<file path="config.mk">
export PLATFORM = sky130hd
export DESIGN_NAME = regfile_scoreboard
export DESIGN_NICKNAME = d
export VERILOG_FILES = /design/src/rtl/regfile_pkg.sv /design/src/rtl/regfile_read_port.sv /design/src/rtl/regfile_scoreboard.sv
export SDC_FILE = /design/constraint.sdc
export NUM_CORES = 1
export LEC_CHECK = 0
export ABC_AREA = 1
export BUFFER_PORTS_ARGS = -buffer_cell sky130_fd_sc_hd__buf_2
export CAP_MARGIN = 40
export CORE_ASPECT_RATIO = 0.8
export CORE_MARGIN = 4
export CORE_UTILIZATION = 55
export CTS_CLUSTER_SIZE = 16
export DETAILED_ROUTE_END_ITERATION = 8
export GPL_TIMING_DRIVEN = 0
export PLACE_DENSITY = 0.73
export SLEW_MARGIN = 20
export SYNTH_ARGS = -nofsm -noshare
export SYNTH_HDL_FRONTEND = slang
export SYNTH_SLANG_ARGS = --single-unit
</file>
<file path="constraint.sdc">
create_clock -name CLK -period 1.4 [get_ports CLK]
set_input_delay 0.21 -clock CLK [delete_from_list [all_inputs] [get_ports CLK]]
set_output_delay 0.21 -clock CLK [all_outputs]
set_load 0.01 [all_outputs]
</file>
<file path="src/rtl/regfile_pkg.sv">
// Shared constants and types for the register file with busy scoreboard.
// Imported by the RTL and by the testbench.
package regfile_pkg;

  localparam int REGFILE_WIDTH = 8;
  localparam int REGFILE_DEPTH = 8;
  localparam int REGFILE_AW    = $clog2(REGFILE_DEPTH);

  // Register index sized for the default depth.
  typedef logic [REGFILE_AW-1:0] reg_addr_t;

endpackage : regfile_pkg

</file>
<file path="src/rtl/regfile_read_port.sv">
// One registered read port of the register file.
// Selects stored data or same-cycle write data (write-first bypass),
// picks the next-state busy bit of the addressed register, and holds
// both outputs while i_rd_en is low.
module regfile_read_port
  import regfile_pkg::*;
#(
  parameter int WIDTH = REGFILE_WIDTH,
  parameter int DEPTH = REGFILE_DEPTH
) (
  input  logic                         clk,
  input  logic                         rst_n,
  input  logic                         i_rd_en,
  input  logic [$clog2(DEPTH)-1:0]     i_rd_addr,
  input  logic [DEPTH-1:0][WIDTH-1:0]  i_mem,
  input  logic                         i_wr_en,
  input  logic [$clog2(DEPTH)-1:0]     i_wr_addr,
  input  logic [WIDTH-1:0]             i_wr_data,
  input  logic [DEPTH-1:0]             i_busy_next,
  output logic [WIDTH-1:0]             o_data,
  output logic                         o_busy
);

  logic [WIDTH-1:0] w_data_next;
  logic             w_busy_sel;

  // Write-first bypass: a write to the address being read wins over storage.
  assign w_data_next = (i_wr_en && (i_wr_addr == i_rd_addr)) ? i_wr_data
                                                             : i_mem[i_rd_addr];

  // Busy status reflects this cycle's reservations and clears.
  assign w_busy_sel = i_busy_next[i_rd_addr];

  // Output registers, updated only when the read strobe is high.
  always_ff @(posedge clk or negedge rst_n) begin
    if (!rst_n) begin
      o_data <= '0;
      o_busy <= 1'b0;
    end else if (i_rd_en) begin
      // NOTE: non-blocking assignments in clocked blocks so every register
      // samples the pre-edge values, independent of statement order.
      o_data <= w_data_next;
      o_busy <= w_busy_sel;
    end
  end

endmodule : regfile_read_port

</file>
<file path="src/rtl/regfile_scoreboard.sv">
// Register file with two registered read ports, one write port with
// write-to-read bypass, and a per-register busy scoreboard for RAW hazard
// detection between decode (reserve) and writeback (write + clear).
// Optional feature: define REGFILE_ZERO_REG_EN to hardwire register 0 to
// zero (writes and reservations to address 0 are ignored).
module regfile_scoreboard
  import regfile_pkg::*;
#(
  parameter  int WIDTH = REGFILE_WIDTH,
  parameter  int DEPTH = REGFILE_DEPTH,
  localparam int AW    = $clog2(DEPTH)
) (
  input  logic             CLK,
  input  logic             RESET,
  input  logic [WIDTH-1:0] IN,
  input  logic [AW-1:0]    INaddr,
  input  logic             WRITE_EN,
  input  logic             RSV_EN,
  input  logic [AW-1:0]    RSV_addr,
  input  logic [AW-1:0]    OUT1addr,
  input  logic [AW-1:0]    OUT2addr,
  input  logic             RD_EN,
  output logic [WIDTH-1:0] OUT1,
  output logic [WIDTH-1:0] OUT2,
  output logic             OUT1_BUSY,
  output logic             OUT2_BUSY,
  output logic [DEPTH-1:0] BUSY_VEC,
  output logic             RSV_ERR
);

  logic [DEPTH-1:0][WIDTH-1:0] r_mem;
  logic [DEPTH-1:0]            r_busy;
  logic                        r_rsv_err;
  logic [DEPTH-1:0]            w_busy_next;
  logic                        w_we;
  logic                        w_rsv;
  logic                        w_rsv_err_next;

`ifdef REGFILE_ZERO_REG_EN
  // Register 0 is constant zero: drop writes, bypass and reservations to it.
  assign w_we  = WRITE_EN && (INaddr != '0);
  assign w_rsv = RSV_EN && (RSV_addr != '0);
`else
  assign w_we  = WRITE_EN;
  assign w_rsv = RSV_EN;
`endif

  // Scoreboard next state: reserve sets, write clears, reserve wins a tie.
  always_comb begin
    // NOTE: default assignment first so no path leaves w_busy_next unassigned
    // (which would infer a latch).
    w_busy_next = r_busy;
    for (int i = 0; i < DEPTH; i++) begin
      if (w_rsv && (RSV_addr == AW'(i))) begin
        w_busy_next[i] = 1'b1;
      end else if (WRITE_EN && (INaddr == AW'(i))) begin
        w_busy_next[i] = 1'b0;
      end
    end
  end

  // A reservation of a register that is busy and not being freed this cycle.
  assign w_rsv_err_next = w_rsv && r_busy[RSV_addr]
                        && !(WRITE_EN && (INaddr == RSV_addr));

  // Storage array; cleared on reset so reads after reset return zero.
  always_ff @(posedge CLK or negedge RESET) begin
    if (!RESET) begin
      // NOTE: the array is reset explicitly because reads after reset must
      // return zero; a plain RAM without reset would not guarantee that.
      r_mem <= '0;
    end else if (w_we) begin
      r_mem[INaddr] <= IN;
    end
  end

  // Busy scoreboard and reservation-error pulse.
  always_ff @(posedge CLK or negedge RESET) begin
    if (!RESET) begin
      r_busy    <= '0;
      r_rsv_err <= 1'b0;
    end else begin
      r_busy    <= w_busy_next;
      r_rsv_err <= w_rsv_err_next;
    end
  end

  assign BUSY_VEC = r_busy;
  assign RSV_ERR  = r_rsv_err;

  regfile_read_port #(
    .WIDTH (WIDTH),
    .DEPTH (DEPTH)
  ) u_port1 (
    .clk         (CLK),
    .rst_n       (RESET),
    .i_rd_en     (RD_EN),
    .i_rd_addr   (OUT1addr),
    .i_mem       (r_mem),
    .i_wr_en     (w_we),
    .i_wr_addr   (INaddr),
    .i_wr_data   (IN),
    .i_busy_next (w_busy_next),
    .o_data      (OUT1),
    .o_busy      (OUT1_BUSY)
  );

  regfile_read_port #(
    .WIDTH (WIDTH),
    .DEPTH (DEPTH)
  ) u_port2 (
    .clk         (CLK),
    .rst_n       (RESET),
    .i_rd_en     (RD_EN),
    .i_rd_addr   (OUT2addr),
    .i_mem       (r_mem),
    .i_wr_en     (w_we),
    .i_wr_addr   (INaddr),
    .i_wr_data   (IN),
    .i_busy_next (w_busy_next),
    .o_data      (OUT2),
    .o_busy      (OUT2_BUSY)
  );

endmodule : regfile_scoreboard
</file>
## After elaboration in Yosys (flattened, before gate mapping)

Cells that the tools add are included.

| operators by class | value |
|---|---|
| magnitude comparators | 5 |
| eq/ne operators | 17 |
| muxes and demuxes | 31 |
| reduce and logical (&&, ||, !) cells | 25 |

Operators by type and width:

| cell | number |
|---|---|
| bitwise mux 64 bit | 1 |
| binary-select mux 8 bit (select 3 bit) | 2 |
| two-way mux 8 bit | 5 |
| demux 8 bit (select 3 bit) | 1 |
| == test 3 bit (second input constant) | 8 |
| logical AND 1 bit | 22 |
| two-way mux 1 bit | 19 |
| < comparator 3 x 4 -> 1 bit (second input constant) | 4 |
| == test 3 x 2 -> 1 bit (second input constant) | 4 |
| binary-select mux 1 bit (select 3 bit) | 3 |
| == test 3 bit | 3 |
| == test 3 x 1 -> 1 bit (second input constant) | 2 |
| zero test 3 bit | 2 |
| >= comparator 3 x 1 -> 1 bit (second input constant) | 1 |
| zero test 1 bit | 1 |

| storage, ports and cells | value |
|---|---|
| flip-flop bits (word level) | 91 |
| input port bits | 25 |
| output and inout port bits | 27 |
| word-level logic and storage cells | 92 |

## Depth between registers and ports, before layout

| depth | value |
|---|---|
| depth in word-level cells | 6 |
| depth in mapped cells | 10 |

## By module

From an unflattened synthesis, not the netlist that was laid out.

| unflattened totals | value |
|---|---|
| cell total of the unflattened synthesis | 785 |
| area total of the unflattened synthesis | 5,497.8 um2 |

Modules (own cells, without submodules):

| module | instances | cells an instance | area an instance (um2) | seq. area each (um2) |
|---|---|---|---|---|
| regfile_scoreboard | 1 | 297 | 2,915.3 | 1,826.8 |
| regfile_read_port | 2 | 244 | 1,291.2 | 225.2 |

## Least setup slack after synthesis

Ideal clock, no wire load.

| timing | value |
|---|---|
| path type | input to register |
| start point | in INaddr[2] |
| end point | reg u_port2.o_busy |
| library setup time | 0.118 ns |
| arrival | 1.078 ns |
| required time | 1.282 ns |
| path slack | 0.204 ns |
| stages | 9 |
| path buffers | 1 |
| cell sequence | buf_4 > nor2_1 > nand2_1 > nand2_1 > nand3_1 > nand3_1 > nand3_1 > nand3_1 > nand2_1 |

| between the ends | value |
|---|---|
| cells in the longest elaborated chain, start to end | 6 |
| elaborated cells on any way between the ends | 34 |
| those cells by class | eq/ne (7); mux (18); reduce/logical (9) |

Ends and longest elaborated chain:

| item | line | source |
|---|---|---|
| start, declared | regfile_scoreboard.sv:16 | `input logic [AW-1:0] INaddr,` |
| == test 3 x 1 -> 1 bit (tied with other cells) | regfile_scoreboard.sv:56 | `end else if (WRITE_EN && (INaddr == AW'(i))) begin` |
| logical AND 1 bit | regfile_scoreboard.sv:56 |  |
| two-way mux 1 bit | regfile_scoreboard.sv:56 |  |
| two-way mux 1 bit | regfile_scoreboard.sv:54 | `if (w_rsv && (RSV_addr == AW'(i))) begin` |
| binary-select mux 1 bit (select 3 bit) * | regfile_read_port.sv:32 | `assign w_busy_sel = i_busy_next[i_rd_addr];` |
| two-way mux 1 bit (not written as such) * | regfile_read_port.sv:32 |  |
| end signal, assigned | regfile_read_port.sv:43 | `o_busy <= w_busy_sel;` |
| end, declared | regfile_read_port.sv:21 | `output logic o_busy` |

Every way passes the cells marked *; elsewhere a longest branch is shown, timed or not. The select of a mux whose other input is x is not followed.
A chain may end at the register's enable or synchronous reset.

## Worst setup path after layout

| timing | value |
|---|---|
| start point | in OUT2addr[0] |
| end point | reg u_port2.o_data[5] |

| between the ends | value |
|---|---|
| cells in the longest elaborated chain, start to end | 3 |
| elaborated cells on any way between the ends | 5 |
| those cells by class | eq/ne (1); mux (3); reduce/logical (1) |

Ends and longest elaborated chain:

| item | line | source |
|---|---|---|
| start, declared | regfile_scoreboard.sv:21 | `input logic [AW-1:0] OUT2addr,` |
| binary-select mux 8 bit (select 3 bit) or == test 3 bit (tied branches) | regfile_read_port.sv:29, regfile_read_port.sv:28 |  |
| two-way mux 8 bit (not written as such) or logical AND 1 bit (tied branches) | regfile_read_port.sv:29, regfile_read_port.sv:28 |  |
| two-way mux 8 bit * | regfile_read_port.sv:28 | `assign w_data_next = (i_wr_en && (i_wr_addr == i_rd_addr)) ? i_wr_data` |
| end signal, assigned | regfile_read_port.sv:42 | `o_data <= w_data_next;` |
| end, declared | regfile_read_port.sv:20 | `output logic [WIDTH-1:0] o_data,` |

Marked as above.

==> impl_metrics.json <==
{
  "outcome": "finished clean",
  "p_per_area_mw_per_mm2": 1280,
  "synth_area_leader_cell": "dfrtp_1",
  "die_h_um": 92.3,
  "cts_tree": "done",
  "cpMaxStageDelayCell": "buf_2",
  "boundaryPins": 52,
  "ys_seq_area_frac": 0.466,
  "post-cts-setup-buffers": 0,
  "path_clk_slew_ns": 0.09,
  "n_antenna_cell": 0,
  "place_hpwl_um": 11300,
  "crit_path_max_incr_delay_ns": 0.29,
  "hold_class": "in -> reg",
  "grt_overflow_total": 0,
  "design.core.area_sq_mm": 0.00856,
  "drtAntennaViolNets": 0,
  "rsz0062_at_grt": "no",
  "syn2layout_area_growth_pct": 13.3,
  "cts_made_buffers": 9,
  "nets": 748,
  "ys_warn_count": 0,
  "synth.avg_cell_area_sq_um": 7.40,
  "placement.io_buffers": 50,
  "cts-root-buf": "clkbuf_8",
  "fmax_mhz": 773,
  "ctsHtreeMaxLevel": 3,
  "worst_pin_slew_ns": 0.550,
  "ff2ff_setup_slack_ns": 0.15,
  "wl_per_cell_um": 18.4,
  "setup_slack_ns": 0.107,
  "place_inst": 823,
  "synth_most_common_cell": "nand2_1",
  "rows": 30,
  "grt_pass1_wl_um": 24400,
  "leakage_nw": 2.71,
  "critical_path_class": "in -> reg",
  "die_w_um": 113,
  "relSlewSlack": 0.633,
  "initial_utilization": 0.571,
  "finalCriticalPeriod_ns": 1.29,
  "die-area_sq_mm": 0.0105,
  "crit_chain": "buf_2 -> buf_2 -> buf_2 -> o21ai_0 -> o211ai_1 -> nand3_1 -> a21oi_1",
  "vias": 5019,
  "ir_worst_vdd_uv": 675,
  "synth_area_sq_mm": 0.00489,
  "crit_top_cell": "buf_2",
  "synth.area.top_cells": "dfrtp_1 47%, o21ai_0 13%, nand2_1 13%",
  "synth_ff_type": "dfrtp_1",
  "synth_common_cells": "167 x nand2_1, 127 x o21ai_0, 91 x dfrtp_1",
  "drt_pass1_iterations": 5,
  "netlist_instances": 660,
  "dr.first_iter.drc_count": 565,
  "syn-num-nets": 685,
  "endpoint_kind": "flop",
  "insertion_delay_ns": 0.37,
  "placed_cell_area_sq_mm": 0.00531,
  "synth_edf_count": 0,
  "track_usage": 0.303,
  "cap_violations": 0,
  "final-hold-violation-count": 0,
  "cp-start-kind": "input port",
  "crit_fanout": 10,
  "routed_wirelength_um": 15400,
  "slew_violations": 0,
  "grt_max_degree": 60,
  "fin_worst_skew_ns": 0.00815,
  "grt_pass1_vias": 4524,
  "required_ns": 1.70,
  "timing.final.crit_share": 0.923,
  "cts_sinks": 91,
  "cts_buffer_depth": 2,
  "vias_per_cell": 5.98,
  "holdWs_ns": 0.0936,
  "layout-drive-gt1-share": 0.140,
  "gp_congestion": 0.893,
  "crit_buf_inv": 3,
  "finalSetupViolations": 0,
  "ys_async_sr_fraction": 1.00,
  "dp_slack_ns": -0.312,
  "antenna_found_initial": 0,
  "path_delay_family": "buffers and inverters",
  "drc_errors": 0,
  "yosysTopAreaCellShare": 0.466,
  "fin_cells": 839,
  "synthDistinctLibCells": 22,
  "synth_seq_cells": 91,
  "fin_area_sq_mm": 0.00553,
  "worstPathArrival_ns": 1.59
}
[worst paths after layout]
path                                start  cells past startpoint                 to
min in group asynchronous           RESET                      2     u_port2.o_busy
min                                RSV_EN                      3            RSV_ERR
max reg2reg                     r_mem[44]                      8  u_port2.o_data[4]
max                           OUT2addr[0]                      7  u_port2.o_data[5]
max in group asynchronous           RESET                      3          r_mem[33]
min reg2reg                u_port2.o_busy                      2     u_port2.o_busy
[state kept, by name, summed over array words and instances (netlist names)]
| register | count |
|---|---|
| u_port2.o_data | 8 |
| u_port1.o_busy | 1 |
| BUSY_VEC | 8 |
| r_mem | 64 |
| u_port2.o_busy | 1 |
| RSV_ERR | 1 |
| u_port1.o_data | 8 |
[cell type report]
class                   count  area, sq um
clock inverters             4         75.1
flip-flops and latches     91         2280
inverters                  51          191
well taps                 112          140
fillers                   783         3020
clock buffers              11          141
repair buffers             52          290
multi-input cells         483         2250
plain buffers              35          171
[worst register-to-register path: stages, from the launching register on]
cell and delay (ns):
dfrtp_1 0.38, inv_1 0.09, a21oi_1 0.06, o21ai_0 0.10
nand3_1 0.16, nand3_1 0.13, o21ai_1 0.08, nand2_1 0.08
nand2_1 0.07
[per-stage QoR]
| stage | util | power [W] | setup TNS [ns] |
|---|---|---|---|
| final | 0.647 | 0.00707 | 0 |
| after global routing | 0.647 | 0.00747 | 0 |
| after CTS | 0.646 | 0.00705 | 0 |
| after detailed placement | 0.620 | 0.00509 | -3.35 |
| after global placement | 0.617 | 0.00502 | -63.02 |
| after floorplan | - | 0.00444 | 0 |
[where the power goes]
| part | leakage [nW] | internal (W) | switching (W) |
|---|---|---|---|
| sequential | 1.13 | 0.00310 | 0.000344 |
| clock | 0.102 | 0.00105 | 0.000930 |
| combinational | 1.48 | 0.000596 | 0.00105 |
| total | 2.71 | 0.00474 | 0.00232 |
[per-layer routing]
metal | up-vias | part of all wire | GRT usage
met1 | 2354 | 0.45 | 0.450
met5 | - | 0 | 0
met3 | 23 | 0.12 | 0.0954
li1 | 2343 | - | -
met4 | 0 | 0.015 | 0.0841
met2 | 299 | 0.42 | 0.425
[cell usage in the layout, fill, tap and decap left out, types with 2 or more instances in the layout]
master,netlist,routed
buf_4,5,6
nor2_1,45,45
clkinv_1,3,3
clkbuf_8,0,10
clkbuf_1,14,14
clkinvlp_4,0,2
xor2_1,2,2
inv_1,41,41
nand3_1,58,58
o21ai_0,127,127
nand2_2,6,6
bufinv_16,0,2
o211ai_1,21,21
nand2_1,167,167
a211oi_1,2,2
a21oi_1,27,27
a31oi_1,4,4
inv_2,7,7
dfrtp_1,91,91
o21ai_1,10,10
o22ai_1,10,10
buf_2,16,65
nor2_2,2,2
[logic make-up after synthesis]
kind of cell | after synthesis | synth area share
simple gates | 279 | 0.234
compound gates | 202 | 0.223
flops | 91 | 0.466
buf+inv | 86 | 0.0740
xor+xnor | 2 | 0.00359
[repair_timing]
| action | 4_1_cts | 5_1_grt |
|---|---|---|
| resized for setup | 0 | 2 |
| hold buffers | 1 | 0 |
| setup endpoints to repair | 0 | 2 |
| hold endpoints to repair | 32 | 0 |
No activity file was read; power rests on OpenSTA's default activity.
